File: src/rtl/priority_encoder8to3_hs.sv
// priority_encoder8to3_hs: registered 8-to-3 priority encoder with valid/ready handshake.
// Request lines accumulate into sticky pending bits. The winning line is presented as a
// 3-bit code and held until the consumer accepts it.
// Optional build macro PRIORITY_ENCODER_ROTATE_EN replaces fixed priority with a
// round-robin pointer. HIGH_FIRST then sets only the search direction.
module priority_encoder8to3_hs #(
  parameter int HIGH_FIRST = 1
) (
  input  logic       clk,
  input  logic       rst_n,
  input  logic       E,
  input  logic [7:0] A,
  output logic [2:0] Y,
  output logic       valid,
  input  logic       ready,
  output logic [7:0] pending,
  output logic       busy
);

  typedef enum logic {IDLE, GRANT} state_t;

  state_t     state_q, state_next;
  logic [7:0] pending_q;
  logic [7:0] pending_next;
  logic [7:0] clr;
  logic [2:0] y_q;
  logic [2:0] sel;
  logic       load;
  logic       accept;

`ifdef PRIORITY_ENCODER_ROTATE_EN
  logic [2:0] ptr_q;

  // Round-robin search starting at ptr, walking down (HIGH_FIRST) or up with wrap.
  // The loop runs from the far end inward, so the step nearest ptr overrides the rest.
  function automatic logic [2:0] select_line(input logic [7:0] v, input logic [2:0] ptr);
    logic [2:0] idx;
    logic [2:0] s;
    s = 3'd0;
    for (int i = 7; i >= 0; i--) begin
      idx = (HIGH_FIRST != 0) ? (ptr - 3'(i)) : (ptr + 3'(i));
      if (v[idx]) s = idx;
    end
    return s;
  endfunction

  assign sel = select_line(pending_q, ptr_q);

  // Pointer moves one past the accepted line so that line becomes lowest priority next.
  always_ff @(posedge clk or negedge rst_n) begin
    if (!rst_n)      ptr_q <= 3'd0;
    else if (accept) ptr_q <= (HIGH_FIRST != 0) ? (y_q - 3'd1) : (y_q + 3'd1);
  end
`else
  // Fixed priority: the last set bit seen in the scan order wins.
  function automatic logic [2:0] select_line(input logic [7:0] v);
    logic [2:0] s;
    s = 3'd0;
    if (HIGH_FIRST != 0) begin
      for (int i = 0; i < 8; i++) if (v[i]) s = 3'(i);
    end else begin
      for (int i = 7; i >= 0; i--) if (v[i]) s = 3'(i);
    end
    return s;
  endfunction

  assign sel = select_line(pending_q);
`endif

  // Clear only the granted bit on acceptance. New requests are ORed in afterwards,
  // so a new request on that same line is kept (set wins over clear).
  assign clr          = accept ? (8'b1 << y_q) : 8'h00;
  assign pending_next = (pending_q & ~clr) | (E ? A : 8'h00);

  // Handshake FSM next-state logic: load a grant from IDLE, release it on acceptance.
  always_comb begin
    state_next = state_q;
    load       = 1'b0;
    accept     = 1'b0;
    case (state_q)
      IDLE: begin
        if (pending_q != 8'h00) begin
          load       = 1'b1;
          state_next = GRANT;
        end
      end
      GRANT: begin
        if (ready) begin
          accept     = 1'b1;
          state_next = IDLE;
        end
      end
      default: state_next = IDLE;
    endcase
  end

  // State, pending and code registers. Y only changes when a new grant is loaded,
  // so no higher-priority request can preempt a grant in flight.
  always_ff @(posedge clk or negedge rst_n) begin
    if (!rst_n) begin
      state_q   <= IDLE;
      pending_q <= 8'h00;
      y_q       <= 3'd0;
    end else begin
      state_q   <= state_next;
      pending_q <= pending_next;
      if (load) y_q <= sel;
    end
  end

  assign Y       = y_q;
  assign valid   = (state_q == GRANT);
  assign pending = pending_q;
  assign busy    = (pending_q != 8'h00) | valid;

endmodule

File: config.mk
export PLATFORM = sky130hd
export DESIGN_NAME = priority_encoder8to3_hs
export DESIGN_NICKNAME = d
export VERILOG_FILES = /design/src/rtl/priority_encoder8to3_hs.sv
export SDC_FILE = /design/constraint.sdc
export NUM_CORES = 1
export LEC_CHECK = 0
export BUFFER_PORTS_ARGS = -buffer_cell sky130_fd_sc_hd__buf_2
export CAP_MARGIN = 20
export CORE_AREA = 3 3 40 42
export CTS_BUF_LIST = sky130_fd_sc_hd__clkbuf_4 sky130_fd_sc_hd__clkbuf_8
export CTS_CLUSTER_SIZE = 14
export DETAILED_ROUTE_END_ITERATION = 16
export DIE_AREA = 0 0 43 45
export GPL_TIMING_DRIVEN = 0
export PLACE_DENSITY = 0.73
export SYNTH_ARGS = -nofsm -noshare
export SYNTH_HDL_FRONTEND = slang
export SYNTH_SLANG_ARGS = --single-unit
File: constraint.sdc
create_clock -name clk -period 3.58 [get_ports clk]
set_input_delay 0.358 -clock clk [delete_from_list [all_inputs] [get_ports clk]]
set_output_delay 0.358 -clock clk [all_outputs]
set_load 0.01 [all_outputs]
==> metrics.txt, run 1 <==
Max stage delay on crit path=460 ps; max-slew violations=0; clock power share=24.2%; period utilization=47.8%; placed cell count=slightly below 100; GR Overflow Total=0; post-synth design cell area=571 sq um; required time of the worst setup path=3220 ps; combinational power share=a little over a fifth; CP Cell Sequence=nor4_4, nand3b_1, buf_2; cell leakage power=approximately 0.32 nW; Yosys warnings=0; Initial DRC Count=10; final hold vios=0; CTS sink count=12; Worst Path Buf+Inv=1; final cell count without fillers=roughly 100; final wirelength=1270 um; pwr/cell area=455 mW/mm^2; CTS Hold Bufs=1; die footprint=between 0.0015 and 0.002 sq mm; nature of the critical path endpoint=output pin; Worst-Skew Late Latency=about 270 ps; Die Span Y=between 40 and 50 um; Clock Pin Slew Worst Setup and Hold Paths=around 70 ps; Synth cell types=18; EDFF count, synth=0; fill cell count=between 100 and 150; Net Sw Frac=33.2%; chip width=roughly 43 um; Sequential Power Share=between 50 and 60%; max_cap viols=0; end-of-flow core utilization=about 57%; TritonCTS clock tree=yes; Setup Total Neg Slack=0 ps; number of setup buffers added after CTS=0; # setup viols final=0; antenna violations before repair=0; Area Overhead vs Synth=29.2%; ANT nets after route=0; Net Sw Power=111 uW; buffers added on ports=23; Async SR Flop Fraction=100%; Cells after Synth=60; clk buf depth=2; total chip power=335 uW; fmax=584 MHz; worst min path class=in -> reg; DR vias=538; post-DP HPWL=approximately 990 um; Num CTS Buffers=3; Placer Congestion=about 0.78; internal power of the cells=~220 uW; Synth Flop Type=dfrtp_1; Slew headroom=78.1%; post-synth top area cell=dfrtp_1; row count=13; Mean Syn Cell Area=~9.5 sq um; Tmin final=1710 ps; total track usage=~14%; core area=around 0.0013 sq mm; Synthesized Nets=72; Final Net Count=roughly 100; number of global-route vias before repair=480; unrepaired setup endpoints after global routing=no; first-pass GRT wire length=around 2000 um; Critical Path Source Type=flip-flop; most frequent cells after synthesis=17 x nand2_1, 12 x dfrtp_1, 6 x o21ai_1; # diodes=0; flip-flop and latch count after synthesis=12; Final Skew=1.07 ps; Least-Margin Pin Slew=328 ps; Top delay family on crit path=simple AND/OR/NAND/NOR gates; Post-CTS Resized=0; status=complete, no violations; largest net degree at the start of global routing=13; Starting Density=around 44%; DR vias/cell=5.27; most common cell in the netlist=nand2_1; post-synth top area share=between 50% and 60%; largest cells by area after synthesis=dfrtp_1 53%, nand2_1 11%, nor4_4 7.5%, o21ai_1 5.3%, o21ai_0 2.6%; io pins=25; post-synthesis sequential area ratio=52.6%; layout cells sized above 1=roughly 33%; drt wl/cell=12.5 um; Root Buffer=clkbuf_4; critical setup path kind=reg -> out; total iterations of the first detailed-routing run=4; final instance area=737 sq um; CP max-delay cell=dfrtp_1; H-tree lvl count=1; dpl cell area=about 700 sq um; Crit Path Max Fanout=6; CP arrival=around 1400 ps; Max rail drop VDD=between 200 and 250 uV; residual DRC count=0
## worst register-to-register path: stages, from the launching register on
cell and delay (ps):
dfrtp_1 460, nor4_4 350, a21oi_2 120, o311ai_1 90, o21a_1 150
## area by class of cell
type / count / area, sq um / share of cell area (%)
plain buffers: 1 / 3.75 / 0.509
clock buffers: 3 / 22.5 / 3.06
inverters: 2 / 7.51 / 1.02
multi-input cells: 45 / 259 / 35.1
flip-flops and latches: 12 / 300 / 40.7
well taps: 15 / 18.8 / 2.55
repair buffers: 24 / 125 / 17.0
## final timing paths
| path | from | to | slack (ps) | cells past startpoint |
|---|---|---|---|---|
| min in group asynchronous | rst_n | Y[2]$_DFFE_PN0P_ | 480 | 2 |
| worst max-delay path | pending[6]$_DFF_PN0_ | busy | 1870 | 3 |
| worst max register to register | pending[6]$_DFF_PN0_ | Y[0]$_DFFE_PN0P_ | 2360 | 4 |
| worst min register to register | Y[2]$_DFFE_PN0P_ | Y[2]$_DFFE_PN0P_ | 560 | 2 |
| worst min-delay path | A[6] | pending[6]$_DFF_PN0_ | 280 | 3 |
| max in group asynchronous | rst_n | valid$_DFF_PN0_ | 2890 | 2 |
## through the flow
stage               setup slack (ps)  hold WS, ps
finish                          1870          279
global route                    1790          283
CTS                             1860          274
detailed placement              2160          250
global placement                2160          247
floorplan                       2260         62.4
## power groups by stage
stage	Combinational (mW)	Sequential, mW	Clock (mW)
after CTS	0.0738	0.181	0.0832
after detailed placement	0.0723	0.184	0
after global routing	0.0819	0.184	0.0896
after floorplan	0.0319	0.187	0
final	0.0727	0.182	0.0810
after global placement	0.0705	0.183	0
## per-layer routing
| layer | share of wire [%] | GRT usage [%] |
|---|---|---|
| met5 | 0 | 0 |
| met4 | 2.7 | 9.04 |
| met3 | 7.5 | 2.39 |
| met2 | 44 | 22.8 |
| met1 | 46 | 18.4 |
## state kept, by name, summed over array words and instances, names as in the netlist
name and flops:
pending 8, Y 3, valid 1
## logic make-up after synthesis
kind of cell | share of synthesized area [%]
flip-flops | 52.6
AND/OR/NAND/NOR | 26.3
AO/OA/AOI/OAI | 19.1
buffers and inverters | 1.97
## cell usage in the layout (no fill, tap or decap)
| cell type | instances |
|---|---|
| clkbuf_4 | 3 |
| a21boi_1 | 1 |
| o21ai_0 | 3 |
| buf_2 | 23 |
| a21oi_2 | 1 |
| nand3b_1 | 2 |
| o311ai_1 | 1 |
| nor4_4 | 2 |
| dlygate4sd3_1 | 1 |
| inv_1 | 2 |
| dfrtp_1 | 12 |
| buf_1 | 1 |
| a31oi_1 | 1 |
| nor2_1 | 3 |
| nand2b_1 | 2 |
| a21oi_1 | 2 |
| o21a_1 | 1 |
| nand3_1 | 1 |
| o31ai_1 | 2 |
| nand2_1 | 17 |
| o21ai_1 | 6 |
Note: power is estimated with default switching activity, not from simulation.
==> inputs of run 2 (changes only) <==
CORE_AREA = not set   (was 3 3 40 42)
CORE_MARGIN = 3   (was not set)
CORE_UTILIZATION = 42   (was not set)
DIE_AREA = not set   (was 0 0 43 45)
PLACE_DENSITY = 0.75   (was 0.73)
clock period = 1.4 ns   (was 3.58 ns; I/O delays follow)
==> run 2 against run 1 <==
The flow now finishes with violations (setup timing). Sequential power grew to 2.5 times the previous value. Routed wire length grew 8.4%. Critical path depth is the same. Die area shrank 5.1%. Total power grew to 2.6 times the previous value. Critical endpoint unchanged. Largest cell class unchanged. Largest power group unchanged.
==> metrics.txt, run 2 (same netlist as run 1, synthesis figures left out) <==
Net Sw Frac=33.0% (was 33.2%); DR vias=572 (was 538); Num CTS Buffers=3 (unchanged); Final Skew=1.21 ps (was 1.07 ps); metal2 WL=655 um (was 558 um); Largest register FFs=8 (unchanged); max-slew violations=0 (unchanged); fmax=a little under 700 MHz; GR Overflow Total=0 (unchanged); antenna violations before repair=0 (unchanged); CTS sink count=12 (unchanged); buffers added on ports=23 (unchanged); number of global-route vias before repair=565 (was 480); worst min path class=in -> reg (unchanged); Area Overhead vs Synth=36.2% (was 29.2%); CP max-delay cell=dfrtp_2 (was dfrtp_1); Placer Congestion=0.828 (was 0.778); Starting Density=48.1% (was 44.4%); Metal-1 WL=583 um (was 585 um); total track usage=16.9% (was 14.4%); required time of the worst setup path=1260 ps (was 3220 ps); final hold vios=0 (unchanged); Max stage delay on crit path=450 ps (was 460 ps); Hold Path Stages=3 (unchanged); final cell count without fillers=106 (was 102); final wirelength=1380 um (was 1270 um); core area=0.00119 sq mm (was 0.00128 sq mm); Slew headroom=78.7% (was 78.1%); drt wl/cell=13.0 um (was 12.5 um); end-of-flow core utilization=65.5% (was 57.4%); R2R Path Start=pending[5]$_DFF_PN0_ (was pending[6]$_DFF_PN0_); status=complete, but fails checks (was complete, no violations); Least-Margin Pin Slew=319 ps (was 328 ps); Net Sw Power=292 uW (was 111 uW); placed cell count=97 (was 98); Tmin final=approximately 1400 ps; Worst-Skew Late Latency=270 ps (about the same); # setup viols final=1 (was 0); Sequential Power Share=52.0% (was 54.2%); unrepaired setup endpoints after global routing=yes (was no); total chip power=884 uW (was 335 uW); clk buf depth=2 (unchanged); pwr/cell area=1140 mW/mm^2 (was 455 mW/mm^2); Initial DRC Count=6 (was 10); commonest non-fill, non-tap cell in the layout=buf_2 (unchanged); die footprint=0.00184 sq mm (was 0.00194 sq mm); H-tree lvl count=1 (unchanged); Max rail drop VDD=559 uV (was 224 uV); Top delay family on crit path=flip-flops (was simple AND/OR/NAND/NOR gates); failing checks=setup timing; Die Span Y=42.9 um (was 45 um); nature of the critical path endpoint=output pin (unchanged); # diodes=0 (unchanged); largest net degree at the start of global routing=13 (unchanged); combinational power share=24.4% (was 21.7%); total iterations of the first detailed-routing run=4 (unchanged); path depth of the worst reg2reg path=5 (was 4); cell leakage power=0.344 nW (was 0.321 nW); Critical Path Source Type=flip-flop (unchanged); row count=12 (was 13); Crit Path Max Fanout=5 (was 6); final instance area=777 sq um (was 737 sq um); residual DRC count=0 (unchanged); Setup WS post-layout=-41.8 ps (was 1870 ps); commonest cells after routing, fill and taps aside=23 x buf_2, 17 x nand2_1, 9 x dfrtp_1 (was 23 x buf_2, 17 x nand2_1, 12 x dfrtp_1); dpl cell area=703 sq um (was 704 sq um); top routing layer in use=met4 (unchanged); WP depth=3 (unchanged); Setup Total Neg Slack=-41.8 ps (was 0 ps); period utilization=103%; DR WL met3=112 um (was 96 um); layout cells sized above 1=40.2% (was 33.3%); Clock Pin Slew Worst Setup and Hold Paths=70 ps (about the same); start point of the critical path=pending[5]$_DFF_PN0_ (was pending[6]$_DFF_PN0_); max_cap viols=0 (unchanged); CP Cell Sequence=nor4_4, nand3b_1, buf_2 (unchanged); Final Net Count=106 (was 101); CP arrival=1300 ps (was 1350 ps); first-pass GRT wire length=2360 um (was 2050 um); critical setup path kind=reg -> out (unchanged); DR vias/cell=5.40 (was 5.27); ANT nets after route=0 (unchanged); chip width=42.9 um (was 43 um); hold path start=A[7] (was A[6]); internal power of the cells=593 uW (was 224 uW); post-DP HPWL=997 um (was 990 um); io pins=25 (unchanged); Worst Path Buf+Inv=1 (unchanged); TritonCTS clock tree=yes (unchanged); Root Buffer=clkbuf_4 (unchanged); clock power share=23.6% (was 24.2%)
[run 2: path summary, 6_finish.rpt]
| path | end | slack, ps |
|---|---|---|
| worst max-delay path | busy | -40 |
| worst min-delay path | pending[7]$_DFF_PN0_ | 60 |
| worst max register to register | Y[0]$_DFFE_PN0P_ | 120 |
| worst min register to register | Y[2]$_DFFE_PN0P_ | 560 |
| max in group asynchronous | pending[5]$_DFF_PN0_ | 900 |
| min in group asynchronous | Y[0]$_DFFE_PN0P_ | 270 |
[run 2: repair_timing]
item,4_1_cts,5_1_grt
resized for setup,2,1
hold endpoints to repair,12,0
pin swaps,2,3
buffers inserted,2,3
setup endpoints to repair,1,1
hold buffers,1,0
[run 2: metal layers]
metal	vias up	track usage, %
li1	273	-
met1	271	20.8
met2	24	27.5
met3	4	2.54
met4	0	9.94
met5	-	0
[run 2: tightest hold or removal path, stage by stage]
cell and delay, ps:
buf_2 70, nand2_1 40, nand2_1 40
[run 2: stage by stage]
stage	setup WS [ps]	hold WS, ps
final	-41.8	55.1
after global routing	-121	63.0
after CTS	-82.2	56.1
after detailed placement	171	32.8
after global placement	171	28.9
after floorplan	143	-156
[run 2: layout make-up]
class                   count  area (sq um)
well taps                  14          17.5
repair buffers             29           163
clock buffers               3          22.5
inverters                   2          7.51
plain buffers               1          3.75
multi-input cells          45           259
flip-flops and latches     12           304
fillers                   105           409
[run 2: power groups by stage]
| stage | clock (mW) | sequential, mW | combinational (mW) |
|---|---|---|---|
| after floorplan | 0 | 0.479 | 0.0815 |
| final | 0.209 | 0.460 | 0.216 |
| after CTS | 0.211 | 0.459 | 0.204 |
| after global routing | 0.237 | 0.467 | 0.241 |
| after global placement | 0 | 0.468 | 0.179 |
| after detailed placement | 0 | 0.468 | 0.183 |
